<file path="src/rtl/spi_shift_engine_pkg.sv">
// Shared FSM state type and frame-size constant for the SPI shift engine.
// Latency: none (types and constants only).
// Backpressure: none.
package SPI_package;

  // Largest frame the engine can shift, in bits.
  localparam int SPI_MAX_LEN = 32;

  // Frame sequencing: select asserted (LEAD), clocking (SHIFT), hold after last edge (TRAIL).
  typedef enum logic [1:0] {
    IDLE  = 2'd0,
    LEAD  = 2'd1,
    SHIFT = 2'd2,
    TRAIL = 2'd3
  } spi_state_e;

endpackage

</file>
<file path="src/rtl/spi_shift_engine_baud_gen.sv">
// Half-period tick generator for the SPI shift engine.
// Latency: first tick spi_br+1 cycles after enable rises, then every spi_br+1 cycles.
// Backpressure: none; free-running while enable is high, held at zero otherwise.
// Ports: clk/rst (sync, active-high), enable, spi_br (divisor), half_tick (1-cycle pulse).
module spi_baud_gen (
  input  logic       clk,
  input  logic       rst,
  input  logic       enable,
  input  logic [7:0] spi_br,
  output logic       half_tick
);

  logic [7:0] r_cnt;
  logic       w_wrap;

  // Count runs 0..spi_br, so spi_br=255 still fits in 8 bits.
  assign w_wrap    = (r_cnt == spi_br);
  assign half_tick = enable & w_wrap;

  always_ff @(posedge clk) begin
    if (rst || !enable) begin
      r_cnt <= '0;
    end else if (w_wrap) begin
      r_cnt <= '0;
    end else begin
      r_cnt <= r_cnt + 8'd1;
    end
  end

endmodule

</file>
<file path="src/rtl/spi_shift_engine.sv">
// SPI master shift engine: sends/receives one frame of 1..SPI_MAX_LEN bits per accepted request.
// Latency: ack 1 cycle after request; frame lasts (2*(data_len+1)+2)*(spi_br+1) cycles after ack.
// Backpressure: requests are ignored while a frame is active; a held request yields one frame.
// Ports: clk/rst; transfer_start/_ack/_complete handshake; mstr,cpol,cpha,dord,talk mode;
//        data_len, spi_br, tx_data latched at accept; rx_data result; sck/mosi/ss_n/miso pins.
module spi_shift_engine #(
  parameter int SPI_MAX_LEN = SPI_package::SPI_MAX_LEN
) (
  input  logic                           clk,
  input  logic                           rst,
  input  logic                           transfer_start,
  output logic                           transfer_start_ack,
  output logic                           transfer_complete,
  input  logic                           mstr,
  input  logic                           cpol,
  input  logic                           cpha,
  input  logic                           dord,
  input  logic                           talk,
  input  logic [$clog2(SPI_MAX_LEN)-1:0] data_len,
  input  logic [7:0]                     spi_br,
  input  logic [SPI_MAX_LEN-1:0]         tx_data,
  output logic [SPI_MAX_LEN-1:0]         rx_data,
  output logic                           sck,
  output logic                           mosi,
  input  logic                           miso,
  output logic                           ss_n
);

  import SPI_package::spi_state_e;
  import SPI_package::IDLE;
  import SPI_package::LEAD;
  import SPI_package::SHIFT;
  import SPI_package::TRAIL;

  localparam int LW = $clog2(SPI_MAX_LEN);

  spi_state_e             r_state, w_next_state;
  logic [SPI_MAX_LEN-1:0] r_tx, r_rx_shift, r_rx_data;
  logic [LW-1:0]          r_len;
  logic [7:0]             r_br;
  logic [LW:0]            r_edge;          // SCK edges already produced in this frame
  logic                   r_cpha, r_dord, r_talk;
  logic                   r_sck, r_mosi, r_ss_n, r_ack, r_complete, r_armed;

  logic                   w_baud_en, w_tick, w_accept, w_leading, w_last_edge, w_sample;
  logic                   w_tx_bit, w_first_bit;
  logic [LW-1:0]          w_bit_k, w_tx_idx, w_rx_idx;

  spi_baud_gen u_baud_gen (
    .clk       (clk),
    .rst       (rst),
    .enable    (w_baud_en),
    .spi_br    (r_br),
    .half_tick (w_tick)
  );

  assign w_baud_en   = (r_state != IDLE);
  assign w_accept    = (r_state == IDLE) && transfer_start && mstr && r_armed;
  // The upcoming edge is odd-numbered (leading) when an even count has been produced.
  assign w_leading   = ~r_edge[0];
  assign w_last_edge = (r_edge == {r_len, 1'b1});
  // Edges 2k+1 and 2k+2 both belong to bit k.
  assign w_bit_k     = r_edge[LW:1];
  // cpha=0 samples on leading edges, cpha=1 on trailing edges.
  assign w_sample    = w_leading ^ r_cpha;
  // cpha=1 drives bit k on its leading edge; cpha=0 drives bit k+1 on the trailing edge of bit k.
  assign w_tx_idx    = r_cpha ? w_bit_k : w_bit_k + LW'(1);
  assign w_tx_bit    = r_dord ? r_tx[w_tx_idx] : r_tx[r_len - w_tx_idx];
  assign w_rx_idx    = r_dord ? w_bit_k : r_len - w_bit_k;
  assign w_first_bit = dord ? tx_data[0] : tx_data[data_len];

  assign transfer_start_ack = r_ack;
  assign transfer_complete  = r_complete;
  assign rx_data            = r_rx_data;
  assign sck                = r_sck;
  assign mosi               = r_mosi;
  assign ss_n               = r_ss_n;

  always_ff @(posedge clk) begin
    if (rst) begin
      r_state <= IDLE;
    end else begin
      r_state <= w_next_state;
    end
  end

  always_comb begin
    w_next_state = r_state;
    case (r_state)
      IDLE:    if (w_accept)              w_next_state = LEAD;
      LEAD:    if (w_tick)                w_next_state = SHIFT;
      SHIFT:   if (w_tick && w_last_edge) w_next_state = TRAIL;
      TRAIL:   if (w_tick)                w_next_state = IDLE;
      default:                            w_next_state = IDLE;
    endcase
  end

  always_ff @(posedge clk) begin
    if (rst) begin
      r_tx       <= '0;
      r_rx_shift <= '0;
      r_rx_data  <= '0;
      r_len      <= '0;
      r_br       <= '0;
      r_edge     <= '0;
      r_cpha     <= 1'b0;
      r_dord     <= 1'b0;
      r_talk     <= 1'b0;
      r_sck      <= 1'b0;
      r_mosi     <= 1'b1;
      r_ss_n     <= 1'b1;
      r_ack      <= 1'b0;
      r_complete <= 1'b0;
      r_armed    <= 1'b1;
    end else begin
      r_ack <= w_accept;
      // Re-arm only once the request has been seen low.
      if (!transfer_start) begin
        r_armed <= 1'b1;
      end
      case (r_state)
        IDLE: begin
          r_sck  <= cpol;
          r_mosi <= 1'b1;
          if (w_accept) begin
            r_armed    <= 1'b0;
            r_complete <= 1'b0;
            r_ss_n     <= 1'b0;
            r_tx       <= tx_data;
            r_len      <= data_len;
            r_br       <= spi_br;
            r_cpha     <= cpha;
            r_dord     <= dord;
            r_talk     <= talk;
            r_edge     <= '0;
            r_rx_shift <= '0;
            // cpha=0 needs the first bit valid before edge 1.
            r_mosi     <= (!cpha && talk) ? w_first_bit : 1'b1;
          end
        end
        SHIFT: begin
          if (w_tick) begin
            r_sck  <= ~r_sck;
            r_edge <= w_last_edge ? '0 : r_edge + (LW+1)'(1);
            if (w_sample) begin
              r_rx_shift[w_rx_idx] <= miso;
            end
            if (r_talk) begin
              if (r_cpha && w_leading) begin
                r_mosi <= w_tx_bit;
              end else if (!r_cpha && !w_leading && !w_last_edge) begin
                r_mosi <= w_tx_bit;
              end
            end
          end
        end
        TRAIL: begin
          if (w_tick) begin
            r_ss_n     <= 1'b1;
            r_complete <= 1'b1;
            r_rx_data  <= r_rx_shift;
          end
        end
        default: begin
        end
      endcase
    end
  end

endmodule

</file>
<file path="config.mk">
export PLATFORM = sky130hd
export DESIGN_NAME = spi_shift_engine
export DESIGN_NICKNAME = d
export VERILOG_FILES = /design/src/rtl/spi_shift_engine_pkg.sv /design/src/rtl/spi_shift_engine_baud_gen.sv /design/src/rtl/spi_shift_engine.sv
export SDC_FILE = /design/constraint.sdc
export NUM_CORES = 1
export LEC_CHECK = 0
export ABC_AREA = 1
export CAP_MARGIN = 20
export CORE_MARGIN = 2
export CORE_UTILIZATION = 55
export CTS_CLUSTER_DIAMETER = 200
export CTS_CLUSTER_SIZE = 20
export DETAILED_ROUTE_END_ITERATION = 10
export GPL_ROUTABILITY_DRIVEN = 1
export MAX_ROUTING_LAYER = met4
export PLACE_DENSITY = 0.79
export SYNTH_ARGS = -nofsm -noshare
export SYNTH_HDL_FRONTEND = slang
export SYNTH_SLANG_ARGS = --single-unit
</file>
<file path="constraint.sdc">
create_clock -name clk -period 3.5 [get_ports clk]
set_input_delay 0.7 -clock clk [delete_from_list [all_inputs] [get_ports clk]]
set_output_delay 0.7 -clock clk [all_outputs]
set_load 0.1 [all_outputs]
</file>
==> results.cfg, run 1 <==
[cells_and_area]
antenna_cells = 0
final_layout_size_suffix_gt1_share_pct = 8.02
final_cell_mix = 290 x nand2_1, 134 x dfxtp_1, 126 x a21oi_1
final_area_um2 = 8960
final_common_cell = nand2_1
layout.nets = 1234
syn2layout_area_growth_pct = 18.4
fin_util_pct = 67.2

[routing]
first_pass_iters = 5
route.detailed.drc = 0
wl_per_cell_um = 14.7
routed_wl_mm = 19.8
first_iter_violations = 807
vias = 7479
viasPerCell = 5.55
ant_nets = 0

[cts]
clk_latency_ns = 0.42
htreeDepth = 4
cts_buffer_depth = 2
cts_post_setup_buffers_inserted = 0
root_buffer = clkbuf_16
cts_tree = built
cts_buffers = 17
cts_hold_buf = 0
clkTransAtPathRegs_ns = 0.06
clock_sink_count = 134

[logic_synthesis]
seq_area_frac_synth_pct = 35.4
yosys_warnings = 0
synth_cells = 1111
ys_ff_latch = 134
synth_top_area_share_pct = 35.4
syn-num-nets = 1185
syn_area_per_cell_um2 = 6.81
synth_area_leaders = dfxtp_1 35%, nand2_1 14%, a21oi_1 8.3%
netlist_area_um2 = 7570
synth_top_area_cell = dfxtp_1
synth_cell_types = 41

[sta]
slew_headroom_pct = 33.8
worst_pin_slew_ns = 0.990
min_period_ns = 3.09
skew_ns = 0.00654
period_share_pct = 88.4
setup_viol = 0
tns_ns = 0
hold_viol = 0
slew_viol_final = 0
fmax_ghz = 0.323
rsz0062_at_grt = false

[placed_design]
place_area_um2 = 8390
dp_hpwl_mm = 13.5
port_buffers = 90
place_congestion = 0.964

[grt]
grt-ovfl-total = 0
grt_busiest_layer = met1
grtUsageMet1_pct = 41.7
grt_pass1_wl_mm = 32.6
grt_pass1_vias = 6697
grt_use_total_pct = 28.4
grt_use_met3_pct = 4.46
antenna_found_initial = 0
grt_max_degree = 88
use_met2_pct = 40.7

[pwr]
p_leak_nw = 3.50
p_per_area_nw_per_um2 = 643
swShare_pct = 40.6
p_comb_share_pct = 39.9
clkPwrFrac_pct = 29.7
p_int_mw = 3.42
vdd_ir_drop_max_uv = 481
p_sw_mw = 2.34
pwr-share-seq_pct = 30.3

[worst_setup_path]
cp_data_arrival_time_ns = 3.41
critPathCaptureType = flip-flop
crit_fanout = 17
worst_setup_path_start_kind = flip-flop
cp.required_ns = 3.81
worstSetupPathType = reg -> reg

[floorplanning]
start_util_pct = 56.7
dieArea_um2 = 14700
coreArea_um2 = 13300
ios = 91
row_count = 42
die_w_um = 121
die_h_um = 121

[run_status]
status = complete, no violations

[flow_run]
maxCapViolCount = 0

[hold_path]
min_path_type = reg -> reg
==> synthesized netlist by cell type <==
cell / count
or2_2: 1
xor2_2: 2
nand3_1: 122
nand3_4: 1
buf_4: 8
nand3_2: 7
buf_2: 20
nand2_2: 5
and2_2: 1
dfxtp_1: 134
nor3_1: 6
nand2_8: 1
nand2_4: 2
xnor2_2: 1
xnor2_1: 6
fa_1: 2
buf_6: 6
nand3b_1: 1
o21ai_2: 4
a21oi_1: 126
inv_2: 14
ha_1: 18
xor2_1: 7
a211oi_1: 1
a21oi_2: 1
nor2_1: 30
o21a_1: 1
o21ai_0: 85
nand2_1: 291
buf_8: 1
nor2_4: 8
clkbuf_1: 34
o32ai_2: 1
clkinv_1: 1
o211ai_1: 1
a2111oi_0: 1
nor2_2: 1
nand4_1: 50
nor3b_1: 2
nor2_8: 2
inv_1: 105
==> power groups by stage <==
| stage | registers [mW] | clock network (mW) | logic, mW |
|---|---|---|---|
| floorplan | 1.87 | 0 | 1.77 |
| global placement | 1.77 | 0 | 2.23 |
| detailed placement | 1.78 | 0 | 2.24 |
| CTS | 1.74 | 1.73 | 2.26 |
| global route | 1.76 | 1.79 | 2.56 |
| finish | 1.75 | 1.71 | 2.30 |
==> metal layers <==
layer / vias up / wire (um) / part of all wire (%)
li1: 3764 / - / -
met1: 3380 / 9630 / 49
met2: 311 / 8110 / 41
met3: 24 / 1780 / 9.0
met4: 0 / 274 / 1.4
met5: - / 0 / 0
==> final timing paths <==
check                endpoint         from  cells after the start  slack (ns)
setup / recovery         mosi       r_cpha                     18        0.41
hold / removal    rx_data[16]  rx_data[16]                      2        0.44
setup reg to reg         mosi       r_cpha                     18        0.41
hold reg to reg   rx_data[16]  rx_data[16]                      2        0.44
==> sequential cells by signal, summed over array words and instances (netlist names) <==
register / count
transfer_start_ack: 1
transfer_complete: 1
r_rx_shift: 32
r_tx: 32
u_baud_gen.r_cnt: 8
mosi: 1
sck: 1
r_talk: 1
r_armed: 1
r_cpha: 1
r_state: 2
rx_data: 32
r_len: 5
r_dord: 1
r_br: 8
ss_n: 1
r_edge: 6
==> final cells by class <==
class,count,area [um^2]
fillers,1197,4380
multi-input cells,788,4080
clock buffers,24,502
flip-flops and latches,134,2680
repair buffers,99,966
inverters,120,450
well taps,176,220
clock inverters,7,68.8
==> critical path, cell delays in order (launching register included) <==
cell and delay (ns):
dfxtp_1 0.43, inv_2 0.11, nand2_2 0.23, nand2_2 0.24, inv_2 0.16, ha_1 0.15
inv_1 0.05, fa_1 0.67, inv_1 0.22, nand3_1 0.13, nand2_1 0.06, nand2_1 0.05
nand3_1 0.08, nand3_1 0.07, nand2_1 0.06, a21oi_1 0.11, nand2_1 0.07, nand2_1 0.05
nand2_1 0.04
==> metrics by stage <==
| stage | worst slack [ns] | total power [mW] | hold slack, ns | std cells |
|---|---|---|---|---|
| after floorplan | 1.03 | 3.64 | 0.434 | 1111 |
| after CTS | 0.315 | 5.74 | 0.445 | 1348 |
| after global routing | 0.0881 | 6.12 | 0.466 | 1348 |
| after global placement | 0.386 | 4.00 | 0.434 | 1317 |
| after detailed placement | 0.311 | 4.02 | 0.434 | 1317 |
| final | 0.406 | 5.76 | 0.440 | 1348 |
==> logic make-up after synthesis <==
family | share of synthesized area, %
AOI/OAI and AO/OA | 15.2
xor gates and xnor gates | 2.15
adders and majority gates | 3.50
buffers and inverters | 10.8
DFF | 35.4
and+or+nand+nor | 32.9
==> repair_timing <==
| action | CTS | global route |
|---|---|---|
| endpoints found under the hold margin | 0 | 0 |
| endpoints found under the setup margin | 0 | 1 |
| resized for setup | 0 | 1 |
(Power assumes the default switching activity.)
==> run 2: changes to the inputs <==
CORE_UTILIZATION = 42   (was 55)
PLACE_DENSITY = default   (was 0.79)
clock period = 4 ns   (was 3.5 ns; I/O delays follow)
==> results.cfg, run 2 (synthesized netlist as in run 1, its figures left out) <==
[worst_setup_path]
cp_data_arrival_time_ns = 3.92
rrSetupSlack_ns = 0.41
timing.rr.start = r_edge[1]
timing.rr.end = mosi
ff2ff_path_depth = 18
worst_setup_path_start_kind = flip-flop
crit_fanout = 17
cp.required_ns = 4.32
critPathCaptureType = flip-flop
worstSetupPathType = reg -> reg

[cts]
cts_buffer_depth = 2
clk_latency_ns = 0.43
root_buffer = clkbuf_16
cts_hold_buf = 0
cts_post_setup_buffers_inserted = 0
cts_tree = built
cts-resized-gates = 0
cts_buffers = 17
htreeDepth = 4
clkTransAtPathRegs_ns = 0.06
clock_sink_count = 134

[placed_design]
place_congestion = 0.887
port_buffers = 90
dp_hpwl_mm = 14.6

[routing]
vias = 7280
first_iter_violations = 394
ant_nets = 0
first_pass_iters = 5
route.detailed.drc = 0
routed_wl_mm = 21.3
viasPerCell = 5.20
wl_per_cell_um = 15.2

[floorplanning]
coreArea_um2 = 17800
start_util_pct = 42.4
row_count = 49
ios = 91
dieArea_um2 = 19100
die_w_um = 138
die_h_um = 138

[sta]
period_share_pct = 89.8
rsz0062_at_grt = false
min_period_ns = 3.59
fmax_ghz = 0.278
slew_viol_final = 0
slew_headroom_pct = 33.1
skew_ns = 0.00762
hold_viol = 0
worst_pin_slew_ns = 1.00
setup_viol = 0
tns_ns = 0

[pwr]
p_leak_nw = 3.48
pwr-share-seq_pct = 30.0
clkPwrFrac_pct = 29.6
p_comb_share_pct = 40.4
p_int_mw = 2.92
swShare_pct = 42.5
p_total_mw = 5.07
vdd_ir_drop_max_uv = 369
p_per_area_nw_per_um2 = 563
p_sw_mw = 2.15

[cells_and_area]
final_layout_size_suffix_gt1_share_pct = 7.86
fillers = 1800
syn2layout_area_growth_pct = 18.9
final_cell_mix = 291 x nand2_1, 134 x dfxtp_1, 126 x a21oi_1
layout.nets = 1232
final_common_cell = nand2_1

[hold_path]
min_path_cells = 2
min_from = rx_data[13]
hold_end = rx_data[13]
min_path_type = reg -> reg

[grt]
grt_use_total_pct = 23.2
antenna_found_initial = 1
grt-ovfl-total = 0
grt_max_degree = 88
grt_pass1_vias = 6723
grt_pass1_wl_mm = 35.2

[run_status]
status = complete, no violations

[flow_run]
maxCapViolCount = 0
## run 2: cell types whose count changed in the layout (fill, tap and decap cells not counted), moves of 2 or more
| cell | before | now |
|---|---|---|
| clkbuf_8 | 5 | 0 |
| clkinv_4 | 0 | 2 |
| clkbuf_1 | 2 | 0 |
| inv_6 | 1 | 5 |
| buf_4 | 10 | 7 |
## run 2: worst max path at each step
stage / start / to / slack [ns] / cells after the start
finish: r_edge[1] / mosi / 0.41 / 18
global route: r_edge[1] / mosi / 0.09 / 18
CTS: r_edge[1] / mosi / 0.46 / 18
detailed placement: r_edge[1] / mosi / 0.50 / 18
global placement: r_edge[1] / mosi / 0.45 / 18
floorplan: r_edge[1] / mosi / 1.53 / 15
## run 2: worst max-delay path: stages, from the launching register on
cell,delay [ns]
dfxtp_1,0.51
inv_2,0.04
nand2_1,0.35
nand2_2,0.33
inv_2,0.22
ha_1,0.17
inv_1,0.07
fa_1,0.72
inv_1,0.25
nand3_1,0.14
nand2_1,0.10
nand2_1,0.07
nand3_1,0.07
nand3_1,0.08
nand2_1,0.05
a21oi_1,0.11
nand2_1,0.07
nand2_1,0.06
nand2_1,0.04
## run 2: cell type report
| type | count | area (um^2) | area share (%) |
|---|---|---|---|
| Timing Repair Buffer | 97 | 953 | 10.6 |
| Clock buffer | 17 | 425 | 4.73 |
| Inverter | 120 | 450 | 5.00 |
| Clock inverter | 14 | 126 | 1.40 |
| Sequential cell | 134 | 2680 | 29.8 |
| Multi-Input combinational cell | 788 | 4070 | 45.3 |
| Antenna cell | 1 | 2.50 | 0.0278 |
| Tap cell | 229 | 287 | 3.18 |
## run 2: through the flow
stage	cells	util (%)	setup slack (ns)	instance area (um^2)	hold slack, ns
after floorplan	1111	-	1.53	7570	0.434
after global placement	1368	47.3	0.454	8450	0.433
after detailed placement	1368	47.3	0.499	8450	0.435
after CTS	1399	50.4	0.465	9000	0.444
after global routing	1399	50.4	0.0937	9000	0.461
final	1400	50.4	0.408	9000	0.442
## run 2: power by group through the flow
stage	Clock (mW)	Sequential (mW)	Combinational, mW
after floorplan	0	1.64	1.55
after global placement	0	1.55	2.03
after detailed placement	0	1.55	2.03
after CTS	1.52	1.52	2.04
after global routing	1.59	1.54	2.28
final	1.50	1.52	2.05
## run 2: per-layer routing
metal | up-vias | track usage [%] | share of wire [%]
met3 | 39 | 4.09 | 5.3
met1 | 3306 | 33.7 | 51
met2 | 182 | 32.0 | 41
li1 | 3753 | - | -
met4 | 0 | 8.32 | 2.1
met5 | - | - | 0
